===== src/rtl/ntt_bf_writeback_pkg.sv =====
// rtl/ntt_bf_writeback_pkg.sv - shared constants and control-word type for the butterfly writeback stage
// Purpose : widths, latencies and the per-butterfly control word carried alongside the datapath.
// Contents: DATA_W, ADDR_W, BF_DELAY (= INTMUL_DELAY + MODRED_DELAY), LOG_N, wb_ctrl_t, next_stage().
package ntt_bf_writeback_pkg;

  localparam int DATA_W       = 32;
  localparam int ADDR_W       = 9;
  localparam int INTMUL_DELAY = 4;
  localparam int MODRED_DELAY = 3;
  localparam int BF_DELAY     = INTMUL_DELAY + MODRED_DELAY;
  localparam int LOG_N        = 10;

  // Control must line up with the odd result, which arrives one cycle after even.
  localparam int CTRL_DEPTH   = BF_DELAY + 1;
  localparam int INFL_W       = 4;
  localparam int STAGE_W      = 4;

  typedef struct packed {
    logic              valid;
    logic [ADDR_W-1:0] addr_e;
    logic [ADDR_W-1:0] addr_o;
    logic              last;
  } wb_ctrl_t;

  function automatic logic [STAGE_W-1:0] next_stage(input logic [STAGE_W-1:0] s);
    return (s == STAGE_W'(LOG_N - 1)) ? '0 : s + STAGE_W'(1);
  endfunction

endpackage


===== src/rtl/ntt_ctrl_delay.sv =====
// rtl/ntt_ctrl_delay.sv - fixed-depth delay line for butterfly writeback control words
// Purpose : delays {valid, addr_e, addr_o, last} by DEPTH cycles.
// Ports   : clk, reset (async, active-high, clears valid bits only),
//           din (control word entering), dout (control word DEPTH cycles later).
import ntt_bf_writeback_pkg::*;

module ntt_ctrl_delay #(
  parameter int DEPTH = CTRL_DEPTH
) (
  input  logic     clk,
  input  logic     reset,
  input  wb_ctrl_t din,
  output wb_ctrl_t dout
);

  localparam int PL_W = 2 * ADDR_W + 1;

  logic [DEPTH-1:0] vld;
  logic [PL_W-1:0]  pl [DEPTH];

  // Only the valid bits need reset: a stale payload is never qualified.
  always_ff @(posedge clk or posedge reset) begin
    if (reset) begin
      vld <= '0;
    end else begin
      vld <= {vld[DEPTH-2:0], din.valid};
    end
  end

  always_ff @(posedge clk) begin
    pl[0] <= {din.addr_e, din.addr_o, din.last};
    for (int i = 1; i < DEPTH; i++) begin
      pl[i] <= pl[i-1];
    end
  end

  always_comb begin
    dout.valid                      = vld[DEPTH-1];
    {dout.addr_e, dout.addr_o, dout.last} = pl[DEPTH-1];
  end

endmodule


===== src/rtl/ntt_bf_writeback.sv =====
// rtl/ntt_bf_writeback.sv - aligns butterfly results and writes them back to both coefficient banks
// Purpose : even/odd alignment, write-port registers, in-flight tracking, stage/transform completion.
// Ports   : clk, reset (async, active-high);
//           in_valid/in_addr_e/in_addr_o/in_last - butterfly issue side;
//           bf_even (valid issue+BF_DELAY), bf_odd (valid issue+BF_DELAY+1) - butterfly results;
//           wr_en/wr_addr_e/wr_addr_o/wr_data_e/wr_data_o - bank write port (issue+BF_DELAY+2);
//           inflight, busy, stage_done, stage_idx, ntt_done - status.
import ntt_bf_writeback_pkg::*;

module ntt_bf_writeback (
  input  logic               clk,
  input  logic               reset,
  input  logic               in_valid,
  input  logic [ADDR_W-1:0]  in_addr_e,
  input  logic [ADDR_W-1:0]  in_addr_o,
  input  logic               in_last,
  input  logic [DATA_W-1:0]  bf_even,
  input  logic [DATA_W-1:0]  bf_odd,
  output logic               wr_en,
  output logic [ADDR_W-1:0]  wr_addr_e,
  output logic [ADDR_W-1:0]  wr_addr_o,
  output logic [DATA_W-1:0]  wr_data_e,
  output logic [DATA_W-1:0]  wr_data_o,
  output logic [INFL_W-1:0]  inflight,
  output logic               busy,
  output logic               stage_done,
  output logic [STAGE_W-1:0] stage_idx,
  output logic               ntt_done
);

  wb_ctrl_t          ctrl_in;
  wb_ctrl_t          ctrl_out;
  logic [DATA_W-1:0] even_q;
  logic              wr_last;
  logic              last_write;

  // A last flag without a valid issue is meaningless; drop it at the door.
  always_comb begin
    ctrl_in.valid  = in_valid;
    ctrl_in.addr_e = in_addr_e;
    ctrl_in.addr_o = in_addr_o;
    ctrl_in.last   = in_valid & in_last;
  end

  ntt_ctrl_delay #(.DEPTH(CTRL_DEPTH)) u_ctrl_delay (
    .clk   (clk),
    .reset (reset),
    .din   (ctrl_in),
    .dout  (ctrl_out)
  );

  // Even is combinational out of the butterfly while odd is registered; one flop lines them up.
  always_ff @(posedge clk or posedge reset) begin
    if (reset) begin
      even_q <= '0;
    end else begin
      even_q <= bf_even;
    end
  end

  // Write port: address/data only move when a live entry arrives, otherwise they hold.
  always_ff @(posedge clk or posedge reset) begin
    if (reset) begin
      wr_en     <= 1'b0;
      wr_addr_e <= '0;
      wr_addr_o <= '0;
      wr_data_e <= '0;
      wr_data_o <= '0;
      wr_last   <= 1'b0;
    end else begin
      wr_en <= ctrl_out.valid;
      if (ctrl_out.valid) begin
        wr_addr_e <= ctrl_out.addr_e;
        wr_addr_o <= ctrl_out.addr_o;
        wr_data_e <= even_q;
        wr_data_o <= bf_odd;
        wr_last   <= ctrl_out.last;
      end
    end
  end

  always_ff @(posedge clk or posedge reset) begin
    if (reset) begin
      inflight <= '0;
    end else begin
      case ({in_valid, wr_en})
        2'b10:   inflight <= inflight + INFL_W'(1);
        2'b01:   inflight <= inflight - INFL_W'(1);
        default: inflight <= inflight;
      endcase
    end
  end

  assign busy       = (inflight != '0) || in_valid;
  assign last_write = wr_en & wr_last;

  // stage_idx advances on the same edge that raises stage_done.
  always_ff @(posedge clk or posedge reset) begin
    if (reset) begin
      stage_done <= 1'b0;
      ntt_done   <= 1'b0;
      stage_idx  <= '0;
    end else begin
      stage_done <= last_write;
      ntt_done   <= last_write && (stage_idx == STAGE_W'(LOG_N - 1));
      if (last_write) begin
        stage_idx <= next_stage(stage_idx);
      end
    end
  end

endmodule


===== config.mk =====
export PLATFORM = sky130hd
export DESIGN_NAME = ntt_bf_writeback
export DESIGN_NICKNAME = d
export VERILOG_FILES = /design/src/rtl/ntt_bf_writeback_pkg.sv /design/src/rtl/ntt_ctrl_delay.sv /design/src/rtl/ntt_bf_writeback.sv
export SDC_FILE = /design/constraint.sdc
export NUM_CORES = 1
export LEC_CHECK = 0
export CAP_MARGIN = 5
export CORE_UTILIZATION = 35
export CTS_CLUSTER_DIAMETER = 150
export DETAILED_ROUTE_END_ITERATION = 10
export PLACE_DENSITY_LB_ADDON = 0.1
export SETUP_SLACK_MARGIN = 0.4
export SYNTH_ARGS = -nofsm -noshare
export SYNTH_HDL_FRONTEND = slang
export SYNTH_SLANG_ARGS = --single-unit

===== constraint.sdc =====
create_clock -name clk -period 12.14 [get_ports clk]
set_clock_uncertainty 0.1 [all_clocks]
set_input_delay 3.035 -clock clk [delete_from_list [all_inputs] [get_ports clk]]
set_output_delay 3.035 -clock clk [all_outputs]
set_load 0.1 [all_outputs]

==> results of run 1 <==
## layer usage
metal,GRT usage [%],wire length (um)
met4,4.29,327
met1,13.4,5210
met5,0,0
met3,3.02,1030
met2,17.6,5620
## worst max-delay path: cells and delay by family
kind          cells  cell delay (ns)
buf+inv           3             1.81
simple gates      1             0.07
## power breakdown
part | leakage [nW] | internal (mW) | switching, mW
Clock | 0.495 | 0.545 | 0.335
Sequential | 2.85 | 1.02 | 0.0467
Combinational | 1.15 | 0.135 | 0.369
Total | 4.49 | 1.70 | 0.750
## state kept, by name, summed over array words and instances, names as in the netlist, 8 cells and up
| signal | count |
|---|---|
| even_q | 32 |
| u_ctrl_delay.pl | 152 |
| u_ctrl_delay.vld | 8 |
| wr_addr_e | 9 |
| wr_addr_o | 9 |
| wr_data_e | 32 |
| wr_data_o | 32 |
## worst max-delay path by stage
stage | from | end | depth (start not counted)
final | in_valid | busy | 4
after global routing | in_valid | busy | 4
after CTS | in_valid | busy | 4
after detailed placement | in_valid | busy | 4
after global placement | in_valid | busy | 4
after floorplan | in_valid | busy | 2
## cells by family after synthesis
kind of cell               Yosys count  synth area share [%]
DFF                                286                  83.8
muxes                               84                  12.4
and+or+nand+nor                     17                  1.31
buffers and inverters               11                 0.688
AOI/OAI and AO/OA                    7                 0.557
xor gates and xnor gates             7                 0.803
adders and majority gates            3                 0.492
## final cells by class
type                            count  area, um^2
Multi-Input combinational cell    118        1190
Sequential cell                   286        6400
Clock inverter                      6        55.1
Tap cell                          275         344
Clock buffer                       47         936
Fill cell                        1789       10500
Inverter                            2        12.5
Timing Repair Buffer              180        1800
## cells in the mapped netlist
cell type	count
a21o_1	1
a21oi_1	2
a31oi_1	1
and2_1	2
and2b_1	2
buf_2	9
dfrtp_1	134
dfxtp_1	152
ha_1	3
inv_1	2
mux2_2	84
nand2_1	2
nand3_1	2
nor2_1	1
nor2b_1	3
nor3_1	1
nor3b_1	2
nor4_1	1
o21ai_0	2
o32ai_1	1
or3_1	1
xnor2_1	2
xor2_1	5
## cells in the final DEF, fill, tap and decap left out, types with 2 or more instances in the layout
master	instances
clkdlybuf4s50_1	179
a21oi_1	2
clkbuf_8	10
o21ai_0	2
and2b_1	2
nor3b_1	2
dfxtp_1	152
dfrtp_1	133
mux2_2	84
xnor2_1	2
and2_1	2
xor2_1	5
clkbuf_16	31
clkbuf_1	6
nand2_1	2
nor2b_1	3
nand3_1	2
ha_1	3
clkinv_2	5
## metrics by stage
stage | util (%) | setup WS, ns | instances | hold slack (ns)
6_report | 50.6 | 4.07 | 914 | 0.222
5_1_grt | 50.6 | 3.94 | 914 | 0.228
4_1_cts | 50.6 | 4.04 | 914 | 0.222
3_5_place_dp | 45.9 | 4.04 | 861 | 0.212
3_3_place_gp | 45.9 | 4.03 | 861 | 0.210
2_1_floorplan | - | 5.28 | 415 | 0.210
==> metrics.yaml, run 1 <==
power_density_mw_per_mm2: 228
drive_above_1_share_pct: 21.0
dr.pass1.iters: 4
row_count: 53
yosysUniqueCellTypes: 23
die_h_um: 150
htreeDepth: 1
hold_viol: 0
period_minus_slack_ns: 8.07
totalWireLength_um: 12200
io_pins: 180
routabilityCongestion: 0.731
stdcell_area_mm2: 0.0107
worstSetupEndpointType: "output pin"
crit_type: "in -> out"
cpMostUsedCell: "clkdlybuf4s50_1"
ir_worst_vdd_v: 0.000137
portBuffers: 179
synth_largest_area_cell: "dfrtp_1"
hold_buffers: 0
avgSynthCellArea_um2: 18.4
netlist_top_cells_area: "dfrtp_1 (44%), dfxtp_1 (40%), mux2_2 (12%), buf_2 (0.59%), xor2_1 (0.57%)"
finalSetupTns_ns: 0
timing.fmax_mhz: 124
grt_usage_pct: 10.8
slew_headroom_pct: 24.6
cts_tree: "built"
synth-warning-count: 0
hold_end: "u_ctrl_delay.pl[2][8]"
dr.first_iter.drc_count: 65
wl_per_cell_um: 13.3
slew_viol_final: 0
timing.final.crit_share_pct: 66.5
via_per_inst: 4.12
r2r_cells: 1
crit_slowest_cell: "clkdlybuf4s50_1"
nets: 706
grt_antenna_before_repair: 0
hpwl_um: 7610
synth_top_area_share_pct: 43.9
leakagePower_nw: 4.49
cts_max_path_buffers: 3
rsz0062_at_grt: "no"
clk_pin_slew_worst_paths_ns: 0.06
critPathMaxFanout: 3
worstReg2RegStart: "u_ctrl_delay.vld[7]"
initial_core_util_pct: 36.0
min_path_cells: 0
reg2reg_slack_ns: 10.27
num_vias: 3768
power.total_mw: 2.45
hp-start: "u_ctrl_delay.pl[1][8]"
place_area_mm2: 0.00974
cp_slowest_stage_delay_ns: 1.17
grt_start_max_net_pins: 85
cts_setup_buffers: 0
synthesis.area_mm2: 0.00764
worstMarginPinSlew_ns: 1.13
setup-violations-final: 0
rr_endpoint: "wr_data_o[18]"
coreArea_mm2: 0.0212
cp.required_ns: 9.01
clk_latency_ns: 0.52
clock-sinks: 286
dieArea_mm2: 0.0224
die_w_um: 150
cts_root_buf: "clkbuf_16"
worstPathCellList: "clkdlybuf4s50_1, inv_1, nand2_1, clkdlybuf4s50_1"
ys_seq_area_share_pct: 83.8
antenna_cells: 0
syn_inst: 415
grt_pass1_wl_um: 19100
cp_data_arrival_time_ns: 4.94
synthesis.nets: 504
drc: 0
cts_resized: 0
grt.overflow.total: 0
syn_to_final_growth_pct: 40.6
cap_violations: 0
cts_inserted_buffers: 29
hp-class: "reg -> reg"
grt_pass1_vias: 3914
ant_nets: 0
status: "completed"
startpoint_type: "primary input"
ys_seq_elements: 286
Power figures use the tool's default switching activity.
==> run 2: changes to the inputs <==
- clock period: 12.14 -> 7.45 ns (I/O delays scaled with it)
==> run 2 against run 1 <==
Core utilization grew 0.22 points. Sequential share of layout area shrank 0.26 points. Die area is the same. Sequential cell count is the same. Combinational power grew 63%. Via count is essentially flat. Non-clock buffer count is the same. Critical path type unchanged. Highest routed layer unchanged.
==> metrics.yaml, run 2 (synthesis gave the netlist of run 1 again) <==
setup-violations-final: 0  # unchanged
grt_usage_pct: 10.8  # +0.039 points
power.total_mw: 4.04  # +65%
drive_above_1_share_pct: 21.6  # +0.59 points
cts_tree: "built"
initial_core_util_pct: 36.0  # unchanged
timing.fmax_mhz: 175
coreArea_mm2: 0.0212  # unchanged
met2_length_um: 5550  # -1.2%
power_density_mw_per_mm2: 375  # +64%
critPathMaxFanout: 3  # unchanged
grt_antenna_before_repair: 0  # unchanged
num_vias: 3770  # +0.053%
period_minus_slack_ns: 5.71
row_count: 53  # unchanged
cts_resized: 0  # unchanged
routabilityCongestion: 0.732  # +0.18%
worstPathCellList: "clkdlybuf4s50_1, inv_1, nand2_1, clkdlybuf4s50_1"
clk_pin_slew_worst_paths_ns: 0.06  # about the same
hold_ws_ns: 0.222  # -0.000397 ns
grt_pass1_vias: 3904  # -0.26%
syn_to_final_growth_pct: 41.2
place_area_mm2: 0.00974  # unchanged
cts_inserted_buffers: 29  # unchanged
ant_nets: 0  # unchanged
io_pins: 180  # unchanged
finalSetupTns_ns: 0  # unchanged
crit_slowest_cell: "clkdlybuf4s50_1"
layout_common_cells: "clkdlybuf4s50_1 (179), dfxtp_1 (152), dfrtp_1 (133)"
crit_type: "in -> out"
fin_util_pct: 50.8  # +0.22 points
die_w_um: 150  # unchanged
grt_start_max_net_pins: 85  # unchanged
slew_viol_final: 0  # unchanged
worstMarginPinSlew_ns: 1.13  # +0.00148 ns
worst_slack_ns: 1.74  # -2.33 ns
totalWireLength_um: 12000  # -1.3%
cpMostUsedCell: "clkdlybuf4s50_1"
clk_latency_ns: 0.53  # about the same
fin_cells: 915  # +0.11%
htreeDepth: 1  # unchanged
rsz0062_at_grt: "no"
timing.final.crit_share_pct: 76.6
cp_data_arrival_time_ns: 3.75  # -1.19 ns
hpwl_um: 7580  # -0.29%
place_inst: 861  # unchanged
cp_slowest_stage_delay_ns: 1.16  # about the same
ir_worst_vdd_v: 0.000241  # +76%
cp.required_ns: 5.49  # -3.52 ns
dr.first_iter.drc_count: 84  # +29%
nets: 706  # unchanged
hold_buffers: 0  # unchanged
cts_root_buf: "clkbuf_16"
cap_violations: 0  # unchanged
portBuffers: 179  # unchanged
fill_cells: 1779  # -0.56%
wl_met3_um: 1050  # +2.6%
slew_headroom_pct: 24.5  # -0.099 points
die_h_um: 150  # unchanged
cts_setup_buffers: 0  # unchanged
regMostFlops: "u_ctrl_delay.pl"
largest_reg_flops: 152  # unchanged
dr.pass1.iters: 4  # unchanged
status: "completed"
hp-class: "reg -> reg"
clock-sinks: 286  # unchanged
final_common_cell: "clkdlybuf4s50_1"
via_per_inst: 4.12  # about the same
cts_max_path_buffers: 3  # unchanged
grt.overflow.total: 0  # unchanged
stdcell_area_mm2: 0.0108  # +0.44%
wl_per_cell_um: 13.1  # -1.4%
antenna_cells: 0  # unchanged
leakagePower_nw: 4.52  # +0.64%
grt_pass1_wl_um: 19200  # +0.43%
dieArea_mm2: 0.0224  # unchanged
wl_met1_um: 5070  # -2.8%
highest_layer: "met4"
worstSetupEndpointType: "output pin"
drc: 0  # unchanged
hold_viol: 0  # unchanged
startpoint_type: "primary input"
post-place-ws_ns: 1.69  # -2.35 ns
run 2: layout make-up:
cell class	instances	area, um^2	share of cell area (%)
repair buffers	180	1800	16.7
multi-input cells	118	1190	11.0
flip-flops and latches	286	6400	59.4
well taps	275	344	3.19
clock inverters	12	96.3	0.894
inverters	2	12.5	0.116
clock buffers	42	942	8.74
run 2: worst paths after layout:
path                                  startpoint  cells after the start                     to  slack, ns
setup / recovery                        in_valid                      4                   busy       1.74
hold / removal             u_ctrl_delay.pl[0][6]                      0  u_ctrl_delay.pl[1][6]       0.22
setup reg to reg             u_ctrl_delay.vld[7]                      1           wr_data_o[4]       5.58
hold reg to reg            u_ctrl_delay.pl[0][6]                      0  u_ctrl_delay.pl[1][6]       0.22
max in group asynchronous                  reset                      3    u_ctrl_delay.vld[7]       4.13
min in group asynchronous                  reset                      2          wr_data_o[29]       1.67
run 2: layer usage:
layer | GRT usage [%] | vias to the layer above
met5 | 0 | -
met4 | 4.44 | 0
met3 | 3.17 | 30
met2 | 18.1 | 143
met1 | 13.0 | 1809
li1 | - | 1788
run 2: power by group:
part | switching (mW) | leakage, nW | internal [mW] | total (mW)
Sequential | 0.0740 | 2.85 | 1.66 | 1.74
Clock | 0.566 | 0.523 | 0.916 | 1.48
Combinational | 0.601 | 1.15 | 0.220 | 0.821
Total | 1.24 | 4.52 | 2.80 | 4.04
run 2: critical path, delay by kind of cell:
family	cells	cell delay (ns)
buffers and inverters	3	1.80
and+or+nand+nor	1	0.08
==> RTL change, RTL diff (flow settings as in run 2) <==
Put one more register stage on the output `stage_idx`, cleared by the reset. The value now appears one clock later. The other outputs are not delayed to match.
--- a/src/rtl/ntt_bf_writeback.sv
+++ b/src/rtl/ntt_bf_writeback.sv
@@ -27,6 +27,8 @@
   output logic [STAGE_W-1:0] stage_idx,
   output logic               ntt_done
 );
+
+  logic [STAGE_W-1:0] stage_idx_s0;
 
   wb_ctrl_t          ctrl_in;
   wb_ctrl_t          ctrl_out;
@@ -99,13 +101,21 @@
     if (reset) begin
       stage_done <= 1'b0;
       ntt_done   <= 1'b0;
-      stage_idx  <= '0;
+      stage_idx_s0 <= '0;
     end else begin
       stage_done <= last_write;
-      ntt_done   <= last_write && (stage_idx == STAGE_W'(LOG_N - 1));
+      ntt_done   <= last_write && (stage_idx_s0 == STAGE_W'(LOG_N - 1));
       if (last_write) begin
-        stage_idx <= next_stage(stage_idx);
+        stage_idx_s0 <= next_stage(stage_idx_s0);
       end
+    end
+  end
+
+  always_ff @(posedge clk or posedge reset) begin
+    if (reset) begin
+      stage_idx <= '0;
+    end else begin
+      stage_idx <= stage_idx_s0;
     end
   end
 
Check against the original RTL: same outputs for any inputs over 10 cycles, from zero or initial values and one cycle with reset high; that may be too few to reach the edited logic, so the function may still have changed.
==> RTL change against run 2 <==
Maximum frequency increased by 2.0%; power increased by 0.19%; setup slack improved by 0.11 ns; routed wire length increased by 4.9%; synthesized area increased by 1.3%; synthesized cell count increased by 0.96%; cell area increased by 0.57%; sequential cell count increased by 4; largest cell class unchanged.
==> RTL change: results (changes against run 2) <==
* Status: complete, no violations
* Cell Area, Placed at 0.00985 mm^2 (+1.1%)
* Register area share after synthesis at 0.840 (+0.00210)
* Nets at 710 (+0.57%)
* Initial DRC count at 81 (-3.6%)
* Wire length per cell at 13.7 um (+4.0%)
* 1st-pass router iterations at 2 (-2)
* First-pass GRT wire length at 19700 um (+2.7%)
* Clock Latency Late Sink at 0.53 ns (about the same)
* Vias in the first global route at 3891 (-0.33%)
* Layout cells sized above 1 at 0.205 (-0.0103)
* Synth Net Count at 508 (+0.79%)
* Psw at 1.24 mW (+0.21%)
* Pre-CTS WS at 1.84 ns (+0.147 ns)
* Async SR Flop Fraction at 0.476 (+0.00733)
* Leakage at 4.54 nW (+0.36%)
* Inserted Diodes at 0 (unchanged)
* Slew @ Worst Pin at 1.17 ns (+0.0340 ns)
* Syn Area/Cell at 18.5 um^2 (+0.34%)
* Worst EP arrival at 3.64 ns (-0.11 ns)
* Via density at 4.17 (+1.1%)
* Commonest cells post-synth: 152 x dfxtp_1, 138 x dfrtp_1, 84 x mux2_2
* Finished Core Util at 0.498 (-0.00969)
* Worst hold slack at 0.222 ns (-0.000383 ns)
* Top cells by area, synth: dfrtp_1 45%, dfxtp_1 39%, mux2_2 12%
* Fillcell total at 1827 (+2.7%)
* R2R setup slack at 5.56 ns (-0.02 ns)
* Final worst slack at 1.85 ns (+0.112 ns)
* CP max stage delay at 1.12 ns (-0.04 ns)
* Peak VDD IR at 0.205 mV (-15%)
* Detailed placement HPWL at 7970 um (+5.1%)
[RTL change: worst paths after layout]
kind,depth (start not counted),startpoint,to
worst max-delay path,4,in_valid,busy
worst min-delay path,0,u_ctrl_delay.pl[2][12]$_DFF_P_,u_ctrl_delay.pl[3][12]$_DFF_P_
worst max register to register,1,u_ctrl_delay.vld[7]$_DFF_PP0_,wr_addr_e[8]$_DFFE_PP0P_
worst min register to register,0,u_ctrl_delay.pl[2][12]$_DFF_P_,u_ctrl_delay.pl[3][12]$_DFF_P_
max in group asynchronous,3,reset,u_ctrl_delay.vld[7]$_DFF_PP0_
min in group asynchronous,2,reset,even_q[16]$_DFF_PP0_
[RTL change: layer usage]
metal | GRT usage | vias up | part of all wire
met5 | 0 | - | 0
met4 | 0.0430 | 0 | 0.031
met3 | 0.0300 | 28 | 0.073
met2 | 0.174 | 142 | 0.45
met1 | 0.144 | 1880 | 0.45
li1 | - | 1796 | -
[RTL change: logic make-up (layout without fill, tap and decap cells)]
group,count (synthesis),count (layout),share of synthesized area
adders and majority gates,3,3,0.00485
xor gates and xnor gates,7,7,0.00793
muxes,84,84,0.122
DFF,290,290,0.840
and+or+nand+nor,17,17,0.0129
AOI/OAI and AO/OA,7,7,0.00550
buffers and inverters,11,235,0.00679
[RTL change: area by class of cell]
class | instances | share of cell area
multi-input cells | 118 | 0.110
clock inverters | 9 | 0.0100
flip-flops and latches | 290 | 0.599
well taps | 280 | 0.0323
inverters | 2 | 0.00115
repair buffers | 180 | 0.166
clock buffers | 44 | 0.0816
[RTL change: power groups by stage]
stage               registers, mW  clock network (mW)  logic (mW)
detailed placement           1.81                   0       0.828
finish                       1.77                1.45       0.823
floorplan                    2.28                   0       0.120
CTS                          1.78                1.50       0.829
global route                 1.79                1.57       0.853
global placement             1.80                   0       0.820
